### config.mk
export PLATFORM = sky130hd
export DESIGN_NAME = gate_sweep_ctrl
export DESIGN_NICKNAME = d
export VERILOG_FILES = /design/src/rtl/gate_sweep_ctrl.sv
export SDC_FILE = /design/constraint.sdc
export NUM_CORES = 1
export LEC_CHECK = 0
export BUFFER_PORTS_ARGS = -buffer_cell sky130_fd_sc_hd__buf_2
export CORE_MARGIN = 2
export CORE_UTILIZATION = 59
export CTS_BUF_LIST = sky130_fd_sc_hd__clkbuf_16
export CTS_CLUSTER_SIZE = 30
export DETAILED_ROUTE_END_ITERATION = 7
export GPL_ROUTABILITY_DRIVEN = 1
export MAX_ROUTING_LAYER = met4
export PLACE_DENSITY = 0.83
export SYNTH_ARGS = -nofsm -noshare
export SYNTH_HDL_FRONTEND = slang
export SYNTH_SLANG_ARGS = --single-unit
export TNS_END_PERCENT = 100
### constraint.sdc
create_clock -name clk -period 3.1 [get_ports clk]
set_input_delay 0.62 -clock clk [delete_from_list [all_inputs] [get_ports clk]]
set_output_delay 0.62 -clock clk [all_outputs]
set_load 0.02 [all_outputs]
### src/rtl/gate_sweep_ctrl.sv
// Stimulus sequencer/checker for a 2-input gate with a 7-bit output bus: sweeps {a,b} and counts XNOR mismatches.
// Optional GATE_SWEEP_ABORT_EN: stop at the first mismatching vector instead of completing all sweeps.
module gate_sweep_ctrl #(
    parameter int unsigned DWELL  = 20,
    parameter int unsigned PASSES = 2
) (
    input  logic       clk,
    input  logic       rst_n,
    input  logic       start,
    input  logic [6:0] gate_z,
    output logic       gate_a,
    output logic       gate_b,
    output logic       busy,
    output logic       done,
    output logic       pass,
    output logic [3:0] err_count,
    output logic [1:0] vec_idx
);

    localparam int unsigned ZW = 7;
    localparam int unsigned EW = 4;
    localparam int unsigned VW = 2;
    localparam int unsigned DW = (DWELL > 1) ? $clog2(DWELL) : 1;
    localparam int unsigned SW = (PASSES > 1) ? $clog2(PASSES) : 1;

    localparam logic [DW-1:0] DWELL_LAST = DW'(DWELL - 1);
    localparam logic [SW-1:0] SWEEP_LAST = SW'(PASSES - 1);
    localparam logic [EW-1:0] ERR_MAX    = EW'(15);
    localparam logic [VW-1:0] VEC_LAST   = VW'(3);

    typedef enum logic [1:0] {
        IDLE   = 2'd0,
        DRIVE  = 2'd1,
        SAMPLE = 2'd2,
        DONE   = 2'd3
    } state_t;

    state_t        state, state_n;
    logic [DW-1:0] dwell_cnt, dwell_cnt_n;
    logic [SW-1:0] sweep, sweep_n;
    logic [VW-1:0] vec_idx_n;
    logic [EW-1:0] err_count_n, err_inc;
    logic          gate_a_n, gate_b_n, busy_n, done_n, pass_n;
    logic [ZW-1:0] z_expected;
    logic          mismatch;

    // Compare against the XNOR of the vector currently applied to the gate
    always_comb begin
        z_expected = {ZW{~(gate_a ^ gate_b)}};
        mismatch   = (gate_z != z_expected);
        err_inc    = (mismatch && (err_count != ERR_MAX)) ? (err_count + EW'(1)) : err_count;
    end

    always_comb begin
        state_n     = state;
        dwell_cnt_n = dwell_cnt;
        sweep_n     = sweep;
        vec_idx_n   = vec_idx;
        err_count_n = err_count;
        gate_a_n    = gate_a;
        gate_b_n    = gate_b;
        busy_n      = busy;
        done_n      = done;
        pass_n      = pass;

        unique case (state)
            IDLE, DONE: begin
                if (start) begin
                    state_n     = DRIVE;
                    dwell_cnt_n = '0;
                    sweep_n     = '0;
                    vec_idx_n   = '0;
                    err_count_n = '0;
                    busy_n      = 1'b1;
                    done_n      = 1'b0;
                    pass_n      = 1'b0;
                end
            end
            DRIVE: begin
                if (dwell_cnt == DWELL_LAST) begin
                    state_n     = SAMPLE;
                    dwell_cnt_n = '0;
                end else begin
                    dwell_cnt_n = dwell_cnt + DW'(1);
                end
            end
            SAMPLE: begin
                err_count_n = err_inc;
`ifdef GATE_SWEEP_ABORT_EN
                if (mismatch) begin
                    state_n = DONE;
                    busy_n  = 1'b0;
                    done_n  = 1'b1;
                    pass_n  = 1'b0;
                end else
`endif
                if (vec_idx != VEC_LAST) begin
                    state_n   = DRIVE;
                    vec_idx_n = vec_idx + VW'(1);
                end else if (sweep != SWEEP_LAST) begin
                    state_n   = DRIVE;
                    vec_idx_n = '0;
                    sweep_n   = sweep + SW'(1);
                end else begin
                    state_n = DONE;
                    busy_n  = 1'b0;
                    done_n  = 1'b1;
                    pass_n  = (err_inc == '0);
                end
            end
            default: state_n = IDLE;
        endcase

        // Gate inputs follow the vector on every DRIVE entry; otherwise they hold
        if (state_n == DRIVE) begin
            {gate_a_n, gate_b_n} = vec_idx_n;
        end
    end

    always_ff @(posedge clk or negedge rst_n) begin
        if (!rst_n) begin
            state     <= IDLE;
            dwell_cnt <= '0;
            sweep     <= '0;
            vec_idx   <= '0;
            err_count <= '0;
            gate_a    <= 1'b0;
            gate_b    <= 1'b0;
            busy      <= 1'b0;
            done      <= 1'b0;
            pass      <= 1'b0;
        end else begin
            state     <= state_n;
            dwell_cnt <= dwell_cnt_n;
            sweep     <= sweep_n;
            vec_idx   <= vec_idx_n;
            err_count <= err_count_n;
            gate_a    <= gate_a_n;
            gate_b    <= gate_b_n;
            busy      <= busy_n;
            done      <= done_n;
            pass      <= pass_n;
        end
    end

endmodule

==> summary.txt, run 1 <==
Yosys
  – Post-Synth Adder-Cell Area: 5.020%
  – Register area share after synthesis: 38.15%
  – Compound-Gate Fraction of Synth Area: 24.80%
  – Largest cells by area after synthesis: dfrtp_1 38%, ha_1 5.0%, o21ai_0 3.6%
  – Seq cells post-synth: 19
  – Main combinational cell family by area after synthesis: simple AND/OR/NAND/NOR gates
  – Synth area leader: dfrtp_1
  – Yosys top cell area share: 38.15%
  – Avg Cell Area, Syn: 9.096 um2
  – Top FF cell, synth: dfrtp_1
  – XOR/XNOR share of the synthesized area: 0.7028%
  – Netlist cell types: 45
  – Mapped cell area: 1246 um2
  – Synth warn: 0
  – Syn nets: 152
  – Post-synth ARST share: 100.0%
  – Post-synth EDFFs: 0
  – Post-Synth Simple-Gate Area: 25.10%
  – Mux cell area share after synthesis: 2.610%
  – Post-Syn Instances: 137

Critical path
  – CP max stage delay: 0.48 ns
  – WP data arrival: 2.46 ns
  – WP data required: 3.23 ns
  – Slowest CP cell: ha_1
  – CP Max Fanout: 14
  – Critical Path Start Type: flip-flop
  – RR Endpoint: gate_b
  – CP Capture Point: gate_b
  – RR Startpoint: state[0]
  – CP startpoint: state[0]
  – Critical path, cell by cell: inv_1 -> ha_1 -> nand3_1 -> a21o_1 -> a222oi_1 -> nand2b_1 -> mux2_1
  – CP Class: flip-flop to flip-flop
  – Critical path endpoint category: flip-flop
  – R2R setup slack: 0.77 ns
  – Register-to-Register Path Depth: 7

CTS
  – CTS Buf Count: 3
  – # clock sinks: 19
  – Worst-Skew Late Latency: 0.25 ns
  – Clock tree root buffer cell: clkbuf_16
  – Post-CTS Setup Bufs: 0
  – Clock Path Buffers: 2
  – Hold_buf cts: 0
  – CTS tree: yes
  – Total number of H-tree levels: 1
  – PostCTS Resize Cnt: 0
  – Clock-pin slew on the worst setup and hold paths: 0.05 ns

Route
  – Initial DRC Count: 40
  – Post-detailed-route count of antenna-violating nets: 0
  – Drt pass-1 iters: 4
  – Routed Wire Length: 2.817 mm
  – Via-to-Cell Ratio: 6.202
  – Via count: 1135
  – DRC Markers: 0
  – Post-DR wirelength/cell: 15.39 um

Cells and area
  – Share of layout cells above drive strength 1: 18.59%
  – Commonest non-fill, non-tap cell in the layout: buf_2
  – Final Non-Filler Cells: 183
  – Antenna diodes: 0
  – Area growth, synth to finish: 15.66%
  – NumNets Final: 172
  – Commonest cells after routing, fill and taps aside: 20 x buf_2, 19 x dfrtp_1, 12 x nor2_1

Floorplanning
  – Die Y: 49.96 um
  – Die Width: 49.96 um
  – Die area: 2496 um2
  – # rows: 16
  – Core area: 1982 um2
  – Initial core utilization: 62.88%
  – I/O pin cnt: 21

Status
  – Status: completed

Global route
  – Pin count of the biggest net entering global routing: 20
  – Initial antenna violation count: 0
  – Total grt overflow: 0
  – Vias in the first global route: 1102
  – GRT Overall Usage: 26.44%
  – First-pass GRT wire length: 4.968 mm

Power
  – PwrDens: 565.6 nW/um2
  – Pleak: 0.6837 nW
  – Maximum VDD drop: 0.4436 mV

Timing
  – Final hold violations: 0
  – Post-route clock period utilization: 75.25%
  – Skew final: 0.001287 ns
  – Setup violations, final: 0
  – Fin. max-slew vios: 0
  – Hold Slack: 0.3050 ns
  – RSZ-0062 raised after global routing: no
  – Fin Setup TNS: 0 ns
  – Worst-Margin Slew: 0.5997 ns
  – Fmax: 428.7 MHz
  – Max-slew headroom: 59.60%
  – Min cycle time layout: 2.333 ns

Worst hold path
  – Hold WC Path Type: primary input to asynchronous set/reset pin

Placed design
  – Placer Congestion: 0.9110
  – DP HPWL: 2.039 mm
  – IO buf count: 20
  – Placed insts: 179

Flow run
  – Max_cap viols: 0
-- cell usage after synthesis, drive strengths merged (3+ instances only) --
cell type and number:
dfrtp 19, nor2 12, o21ai 10, nand2 8, inv 7, nand3 7, o31ai 6, clkbuf 5
ha 5, nor2b 5, nand2b 4, nor3 4, a21oi 3, and3 3
-- state kept, by name, summed over array words and instances, names as in the netlist --
register	cells
state	2
busy	1
err_count	4
gate_b	1
done	1
sweep	1
pass	1
gate_a	1
dwell_cnt	5
vec_idx	2
-- per-stage QoR --
| stage | power, mW | worst slack, ns | cell area (um2) | util [%] |
|---|---|---|---|---|
| floorplan | 0.4833 | 0.9429 | 1246 | - |
| global placement | 0.5275 | 0.8060 | 1361 | 68.69 |
| detailed placement | 0.5465 | 0.7532 | 1361 | 68.69 |
| CTS | 0.8144 | 0.7730 | 1441 | 72.73 |
| global route | 0.8669 | 0.6073 | 1441 | 72.73 |
| finish | 0.8152 | 0.7672 | 1441 | 72.73 |
-- critical path: cells and delay by family (launching register included) --
kind	cells	cell delay [ns]
simple gates	2	0.39
flops	1	0.41
compound gates	2	0.48
mux	1	0.35
fa+ha+maj	1	0.48
buf+inv	1	0.10
-- cell families after synthesis --
group	count (synthesis)
mux	3
flops	19
simple gates	56
fa+ha+maj	5
compound gates	41
buf+inv	12
xor+xnor	1
-- layer usage --
layer	global-route usage (%)	routed length, um
met5	-	0
met4	9.722	49
met3	1.818	116
met2	43.78	1420
met1	34.04	1231
-- cell type report --
| type | count | area (um2) |
|---|---|---|
| multi-input cells | 106 | 725.7 |
| repair buffers | 20 | 100.1 |
| clock buffers | 3 | 75.07 |
| flip-flops and latches | 19 | 475.5 |
| inverters | 7 | 26.28 |
| fillers | 144 | 540.5 |
| clock inverters | 1 | 5.005 |
| well taps | 27 | 33.78 |
-- how the worst min path moves through the flow --
stage	from	endpoint	slack, ns	depth (start not counted)
3_5_place_dp	done	done	0.48	2
2_1_floorplan	rst_n	busy	0.32	0
3_3_place_gp	dwell_cnt[4]	dwell_cnt[4]	0.47	1
5_1_grt	rst_n	vec_idx[0]	0.34	1
6_report	rst_n	vec_idx[0]	0.30	1
4_1_cts	rst_n	done	0.32	1
-- power by group --
group / total (mW) / switching, mW / leakage [nW] / internal (mW)
combinational: 0.253 / 0.167 / 0.389 / 0.0867
sequential: 0.297 / 0.0231 / 0.254 / 0.274
clock: 0.265 / 0.0918 / 0.0409 / 0.173
Power figures use the tool's default switching activity.
==> inputs of run 2 (changes only) <==
--- a/config.mk
+++ b/config.mk
@@ -7,13 +7,13 @@
 export LEC_CHECK = 0
 export BUFFER_PORTS_ARGS = -buffer_cell sky130_fd_sc_hd__buf_2
 export CORE_MARGIN = 2
-export CORE_UTILIZATION = 59
+export CORE_UTILIZATION = 50
 export CTS_BUF_LIST = sky130_fd_sc_hd__clkbuf_16
 export CTS_CLUSTER_SIZE = 30
 export DETAILED_ROUTE_END_ITERATION = 7
 export GPL_ROUTABILITY_DRIVEN = 1
 export MAX_ROUTING_LAYER = met4
-export PLACE_DENSITY = 0.83
+export PLACE_DENSITY = 0.75
 export SYNTH_ARGS = -nofsm -noshare
 export SYNTH_HDL_FRONTEND = slang
 export SYNTH_SLANG_ARGS = --single-unit
==> constraint.sdc (replaced) <==
create_clock -name clk -period 2.13 [get_ports clk]
set_input_delay 0.426 -clock clk [delete_from_list [all_inputs] [get_ports clk]]
set_output_delay 0.426 -clock clk [all_outputs]
set_load 0.02 [all_outputs]
==> run 2 against run 1 <==
Net effect:
- cell area increased by 7.1%
- critical path depth decreased by 1
- sequential share of layout area decreased by 2.2 points
- first-iteration DRC count decreased by 2.5%
- routed wire length increased by 1.5%
- via count increased by 3.2%
==> summary.txt, run 2 (synthesis results as in run 1) <==
Critical path
  – CP Class: flip-flop to flip-flop (unchanged)
  – Critical Path Start Type: flip-flop (unchanged)
  – Slowest CP cell: ha_1 (unchanged)
  – CP max stage delay: 0.39 ns (was 0.48 ns)
  – Critical path endpoint category: flip-flop (unchanged)
  – CP Max Fanout: 8 (was 14)
  – WP data required: 2.26 ns (was 3.23 ns)
  – Critical path, cell by cell: inv_1 -> ha_1 -> a21o_1 -> a222oi_1 -> nand2b_1 -> mux2_1 (was inv_1 -> ha_1 -> nand3_1 -> a21o_1 -> a222oi_1 -> nand2b_1 -> mux2_1)
  – WP data arrival: 2.11 ns (was 2.46 ns)

Cells and area
  – Largest register FFs: 5 (unchanged)
  – Area growth, synth to finish: 23.90% (was 15.66%)
  – Largest registers: dwell_cnt (5), err_count (4) (unchanged)
  – Layout fillers: 197 (was 144)
  – Largest reg by FF count: dwell_cnt (unchanged)
  – Commonest cells after routing, fill and taps aside: 20 x buf_2, 19 x dfrtp_1, 12 x nor2_1 (unchanged)
  – Final Core Density: 64.07% (was 72.73%)
  – Commonest non-fill, non-tap cell in the layout: buf_2 (unchanged)
  – Share of layout cells above drive strength 1: 24.70% (was 18.59%)
  – NumNets Final: 182 (was 172)
  – Antenna diodes: 0 (unchanged)

CTS
  – CTS tree: yes (unchanged)
  – Clock-pin slew on the worst setup and hold paths: 0.06 ns (was 0.05 ns)
  – Clock tree root buffer cell: clkbuf_16 (unchanged)
  – Total number of H-tree levels: 1 (unchanged)
  – CTS Buf Count: 3 (unchanged)
  – Worst-Skew Late Latency: 0.25 ns (about the same)
  – Clock Path Buffers: 2 (unchanged)
  – # clock sinks: 19 (unchanged)
  – Hold_buf cts: 0 (unchanged)

Floorplanning
  – I/O pin cnt: 21 (unchanged)
  – Core area: 2410 um2 (was 1982 um2)
  – Initial core utilization: 51.71% (was 62.88%)
  – Die Y: 53.93 um (was 49.96 um)
  – Die Width: 53.93 um (was 49.96 um)
  – # rows: 18 (was 16)
  – Die area: 2908 um2 (was 2496 um2)

Placed design
  – Pre-CTS setup slack: -0.02372 ns (was 0.7532 ns)
  – IO buf count: 20 (unchanged)
  – Placer Congestion: 0.8494 (was 0.9110)
  – DP HPWL: 2.266 mm (was 2.039 mm)

Route
  – Post-detailed-route count of antenna-violating nets: 0 (unchanged)
  – Post-DR wirelength/cell: 14.58 um (was 15.39 um)
  – Initial DRC Count: 39 (was 40)
  – Via count: 1171 (was 1135)
  – Via-to-Cell Ratio: 5.974 (was 6.202)
  – Routed Wire Length: 2.858 mm (was 2.817 mm)
  – DRC Markers: 0 (unchanged)
  – Drt pass-1 iters: 4 (unchanged)

Timing
  – Fmax: 505.1 MHz (was 428.7 MHz)
  – Final hold violations: 0 (unchanged)
  – Post-route clock period utilization: 92.95% (was 75.25%)
  – Worst-Margin Slew: 0.5880 ns (was 0.5997 ns)
  – Min cycle time layout: 1.980 ns (was 2.333 ns)
  – RSZ-0062 raised after global routing: no (unchanged)
  – Max-slew headroom: 60.39% (was 59.60%)
  – Final worst slack: 0.1502 ns (was 0.7672 ns)
  – Hold Slack: 0.1076 ns (was 0.3050 ns)
  – Fin Setup TNS: 0 ns (unchanged)
  – Setup violations, final: 0 (unchanged)
  – Skew final: 0.005118 ns (was 0.001287 ns)
  – Fin. max-slew vios: 0 (unchanged)

Status
  – Status: completed (unchanged)

Global route
  – Pin count of the biggest net entering global routing: 20 (unchanged)
  – Total grt overflow: 0 (unchanged)
  – GRT Overall Usage: 22.92% (was 26.44%)
  – Initial antenna violation count: 0 (unchanged)
  – First-pass GRT wire length: 4.802 mm (was 4.968 mm)
  – Vias in the first global route: 1126 (was 1102)

Power
  – Pwr Total: 1.213 mW (was 0.8152 mW)
  – Maximum VDD drop: 0.5867 mV (was 0.4436 mV)
  – PwrDens: 785.9 nW/um2 (was 565.6 nW/um2)
  – Pleak: 0.7350 nW (was 0.6837 nW)

Flow run
  – Max_cap viols: 0 (unchanged)

Worst hold path
  – Hold WC Path Type: primary input to asynchronous set/reset pin (unchanged)
[run 2: cell types whose count changed in the layout (fill, tap and decap cells not counted), sizes merged]
| cell | delta |
|---|---|
| buf | +10 |
[run 2: layer usage]
metal | track usage [%] | part of all wire (%) | wire length (um)
met5 | - | 0 | 0
met2 | 40.04 | 49 | 1411
met4 | 4.274 | 0.84 | 24
met1 | 28.06 | 46 | 1328
met3 | 3.333 | 3.3 | 93
[run 2: worst paths after layout]
check,start,slack (ns),depth (start not counted),end
hold / removal,rst_n,0.11,1,done
setup reg to reg,state[0],0.15,6,gate_b
hold reg to reg,dwell_cnt[4],0.50,1,dwell_cnt[4]
setup / recovery,state[0],0.15,6,gate_b
min in group clk,start,0.45,2,state[1]
max in group asynchronous,rst_n,1.72,1,dwell_cnt[3]
[run 2: worst max-delay path, delay by kind of cell, from the launching register on]
family,cells,cell delay [ns]
compound gates,2,0.45
mux,1,0.34
flops,1,0.38
buf+inv,1,0.07
fa+ha+maj,1,0.39
simple gates,1,0.24
[run 2: final cells by class]
| type | count | area (um2) | area share (%) |
|---|---|---|---|
| multi-input combinational | 106 | 749.5 | 48.54 |
| sequential | 19 | 475.5 | 30.79 |
| timing repair buffer | 30 | 175.2 | 11.35 |
| clock buffer | 3 | 75.07 | 4.862 |
| tap | 30 | 37.54 | 2.431 |
| inverter | 7 | 26.28 | 1.702 |
| clock inverter | 1 | 5.005 | 0.3241 |
[run 2: stage by stage]
step	instances	cell area, um2
floorplan	137	1246
global placement	192	1440
detailed placement	192	1440
CTS	196	1520
global route	196	1544
finish	196	1544
[run 2: report_power, final]
| part | internal, mW | total [mW] | leakage (nW) | switching (mW) |
|---|---|---|---|---|
| clock | 0.252 | 0.383 | 0.0409 | 0.132 |
| combinational | 0.155 | 0.399 | 0.440 | 0.244 |
| sequential | 0.399 | 0.431 | 0.254 | 0.0321 |
[run 2: repair_timing]
action	CTS	global route
buffers inserted	0	0
setup endpoints to repair	0	3
resized for setup	0	3
==> inputs of run 3 (changes only) <==
--- a/config.mk
+++ b/config.mk
@@ -7,13 +7,13 @@
 export LEC_CHECK = 0
 export BUFFER_PORTS_ARGS = -buffer_cell sky130_fd_sc_hd__buf_2
 export CORE_MARGIN = 2
-export CORE_UTILIZATION = 50
+export CORE_UTILIZATION = 59
 export CTS_BUF_LIST = sky130_fd_sc_hd__clkbuf_16
 export CTS_CLUSTER_SIZE = 30
 export DETAILED_ROUTE_END_ITERATION = 7
 export GPL_ROUTABILITY_DRIVEN = 1
 export MAX_ROUTING_LAYER = met4
-export PLACE_DENSITY = 0.75
+export PLACE_DENSITY = 0.83
 export SYNTH_ARGS = -nofsm -noshare
 export SYNTH_HDL_FRONTEND = slang
 export SYNTH_SLANG_ARGS = --single-unit
==> constraint.sdc (replaced) <==
create_clock -name clk -period 2.5 [get_ports clk]
set_input_delay 0.5 -clock clk [delete_from_list [all_inputs] [get_ports clk]]
set_output_delay 0.5 -clock clk [all_outputs]
set_load 0.02 [all_outputs]
==> run 3 against run 2 <==
Net effect:
- count of clock-buffer cells in the layout is the same
- first-iteration DRC count is 41% higher
- die area down 14%
- utilization grew 9.0 points
- clock skew down 0.0028 ns
- cell area shrank 6.2%
- critical path type unchanged
- critical endpoint is now pass
- largest power group unchanged
- highest routed layer unchanged
==> summary.txt, run 3 (synthesis results as in run 1) <==
CTS
  – Post-CTS Setup Bufs: 0 (unchanged)
  – Clock Path Buffers: 2 (unchanged)
  – CTS tree: yes (unchanged)
  – PostCTS Resize Cnt: 0 (unchanged)
  – CTS Buf Count: 3 (unchanged)
  – Clock tree root buffer cell: clkbuf_16 (unchanged)
  – # clock sinks: 19 (unchanged)
  – Worst-Skew Late Latency: 0.25 ns (about the same)
  – Total number of H-tree levels: 1 (unchanged)
  – Clock-pin slew on the worst setup and hold paths: 0.05 ns (was 0.06 ns)
  – Hold_buf cts: 0 (unchanged)

Placed design
  – IO buf count: 20 (unchanged)
  – DP HPWL: 2.098 mm (was 2.266 mm)
  – Pre-CTS setup slack: 0.2527 ns (was -0.02372 ns)
  – Placer Congestion: 0.9038 (was 0.8494)

Timing
  – Fin Setup TNS: 0 ns (unchanged)
  – Setup violations, final: 0 (unchanged)
  – Final worst slack: 0.2776 ns (was 0.1502 ns)
  – Post-route clock period utilization: 88.90% (was 92.95%)
  – Fmax: 450.0 MHz (was 505.1 MHz)
  – Max-slew headroom: 55.16% (was 60.39%)
  – Fin. max-slew vios: 0 (unchanged)
  – Final hold violations: 0 (unchanged)
  – Min cycle time layout: 2.222 ns (was 1.980 ns)
  – Skew final: 0.002304 ns (was 0.005118 ns)
  – RSZ-0062 raised after global routing: no (unchanged)
  – Worst-Margin Slew: 0.6656 ns (was 0.5880 ns)

Critical path
  – Register-to-Register Path Depth: 7 (was 6)
  – WP data arrival: 2.33 ns (was 2.11 ns)
  – CP Capture Point: pass (was gate_b)
  – Critical path, cell by cell: inv_1 -> ha_1 -> nor2b_1 -> o31ai_1 -> o31ai_1 -> a211oi_1 -> a221oi_2 (was inv_1 -> ha_1 -> a21o_1 -> a222oi_1 -> nand2b_1 -> mux2_1)
  – Slowest CP cell: o31ai_1 (was ha_1)
  – R2R setup slack: 0.28 ns (was 0.15 ns)
  – RR Startpoint: state[0] (unchanged)
  – Crit-path most repeated cell: o31ai_1
  – Critical path endpoint category: flip-flop (unchanged)
  – Critical Path Start Type: flip-flop (unchanged)
  – CP startpoint: state[0] (unchanged)
  – RR Endpoint: pass (was gate_b)
  – WP data required: 2.60 ns (was 2.26 ns)
  – CP max stage delay: 0.47 ns (was 0.39 ns)
  – CP Class: flip-flop to flip-flop (unchanged)
  – CP Max Fanout: 8 (unchanged)

Route
  – DRC Markers: 0 (unchanged)
  – Via-to-Cell Ratio: 6.277 (was 5.974)
  – Routed Wire Length: 2.971 mm (was 2.858 mm)
  – Post-detailed-route count of antenna-violating nets: 0 (unchanged)
  – Via count: 1155 (was 1171)
  – Post-DR wirelength/cell: 16.15 um (was 14.58 um)
  – Initial DRC Count: 55 (was 39)
  – Drt pass-1 iters: 4 (unchanged)

Cells and area
  – Area growth, synth to finish: 16.27% (was 23.90%)
  – Share of layout cells above drive strength 1: 19.11% (was 24.70%)
  – NumNets Final: 173 (was 182)
  – Layout fillers: 151 (was 197)
  – Largest reg by FF count: dwell_cnt (unchanged)
  – Largest register FFs: 5 (unchanged)
  – Final Core Density: 73.11% (was 64.07%)
  – Antenna diodes: 0 (unchanged)
  – Commonest cells after routing, fill and taps aside: 20 x buf_2, 19 x dfrtp_1, 12 x nor2_1 (unchanged)
  – Commonest non-fill, non-tap cell in the layout: buf_2 (unchanged)
  – Largest registers: dwell_cnt (5), err_count (4) (unchanged)

Status
  – Status: completed (unchanged)

Floorplanning
  – Core area: 1982 um2 (was 2410 um2)
  – Die Width: 49.96 um (was 53.93 um)
  – Die area: 2496 um2 (was 2908 um2)
  – # rows: 16 (was 18)
  – Initial core utilization: 62.88% (was 51.71%)
  – Die Y: 49.96 um (was 53.93 um)
  – I/O pin cnt: 21 (unchanged)

Global route
  – Pin count of the biggest net entering global routing: 20 (unchanged)
  – Initial antenna violation count: 0 (unchanged)
  – Vias in the first global route: 1080 (was 1126)
  – GRT Overall Usage: 28.16% (was 22.92%)
  – Total grt overflow: 0 (unchanged)
  – First-pass GRT wire length: 5.154 mm (was 4.802 mm)

Power
  – Pwr Total: 1.019 mW (was 1.213 mW)
  – PwrDens: 703.1 nW/um2 (was 785.9 nW/um2)
  – Pleak: 0.6891 nW (was 0.7350 nW)
  – Maximum VDD drop: 0.6123 mV (was 0.5867 mV)

Worst hold path
  – Hold WC Path Type: primary input to asynchronous set/reset pin (unchanged)

Flow run
  – Max_cap viols: 0 (unchanged)
-- run 3: cell types whose count changed in the layout (fill, tap and decap cells not counted) --
cell     delta
buf_4       -9
xnor2_4     -1
o31ai_2     -1
o31ai_1     +1
xnor2_1     +1
-- run 3: metal layers --
layer  share of wire (%)  track usage (%)  vias up  wire length, um
met3                 3.9            4.242       10              116
met1                  44            36.17      549             1309
met4                 3.8            13.89        0              113
met5                   0                -        -                0
met2                  48            43.33       35             1431
li1                    -                -      561                -
-- run 3: critical path: cells and delay by family, from the launching register on --
family	cells	cell delay [ns]
AO/OA/AOI/OAI	4	1.03
adder cells (fa/ha/maj)	1	0.41
flip-flops	1	0.37
AND/OR/NAND/NOR	1	0.21
buffers and inverters	1	0.07
-- run 3: where the power goes --
part           internal, mW  switching (mW)
Sequential            0.340          0.0293
Combinational         0.108           0.214
Clock                 0.214           0.114
-- run 3: final cells by class --
cell class                 count  area (um2)  area share [%]
multi-input combinational    106       725.7           50.09
sequential                    19       475.5           32.82
timing repair buffer          21       107.6           7.427
clock buffer                   3       75.07           5.181
tap                           27       33.78           2.332
inverter                       7       26.28           1.813
clock inverter                 1       5.005          0.3454
-- run 3: worst min path at each step --
stage	from	endpoint	slack (ns)	cells past startpoint
global placement	rst_n	vec_idx[0]	0.45	1
detailed placement	rst_n	vec_idx[0]	0.46	1
finish	rst_n	vec_idx[1]	0.19	1
floorplan	rst_n	busy	0.20	0
global route	rst_n	sweep	0.23	1
CTS	rst_n	sweep	0.20	1
-- run 3: stage by stage --
| step | cell area [um2] | hold slack (ns) | std cells |
|---|---|---|---|
| final | 1449 | 0.1869 | 184 |
| after global routing | 1449 | 0.2251 | 184 |
| after CTS | 1449 | 0.1964 | 184 |
| after detailed placement | 1369 | 0.4607 | 180 |
| after global placement | 1369 | 0.4528 | 180 |
| after floorplan | 1246 | 0.2044 | 137 |
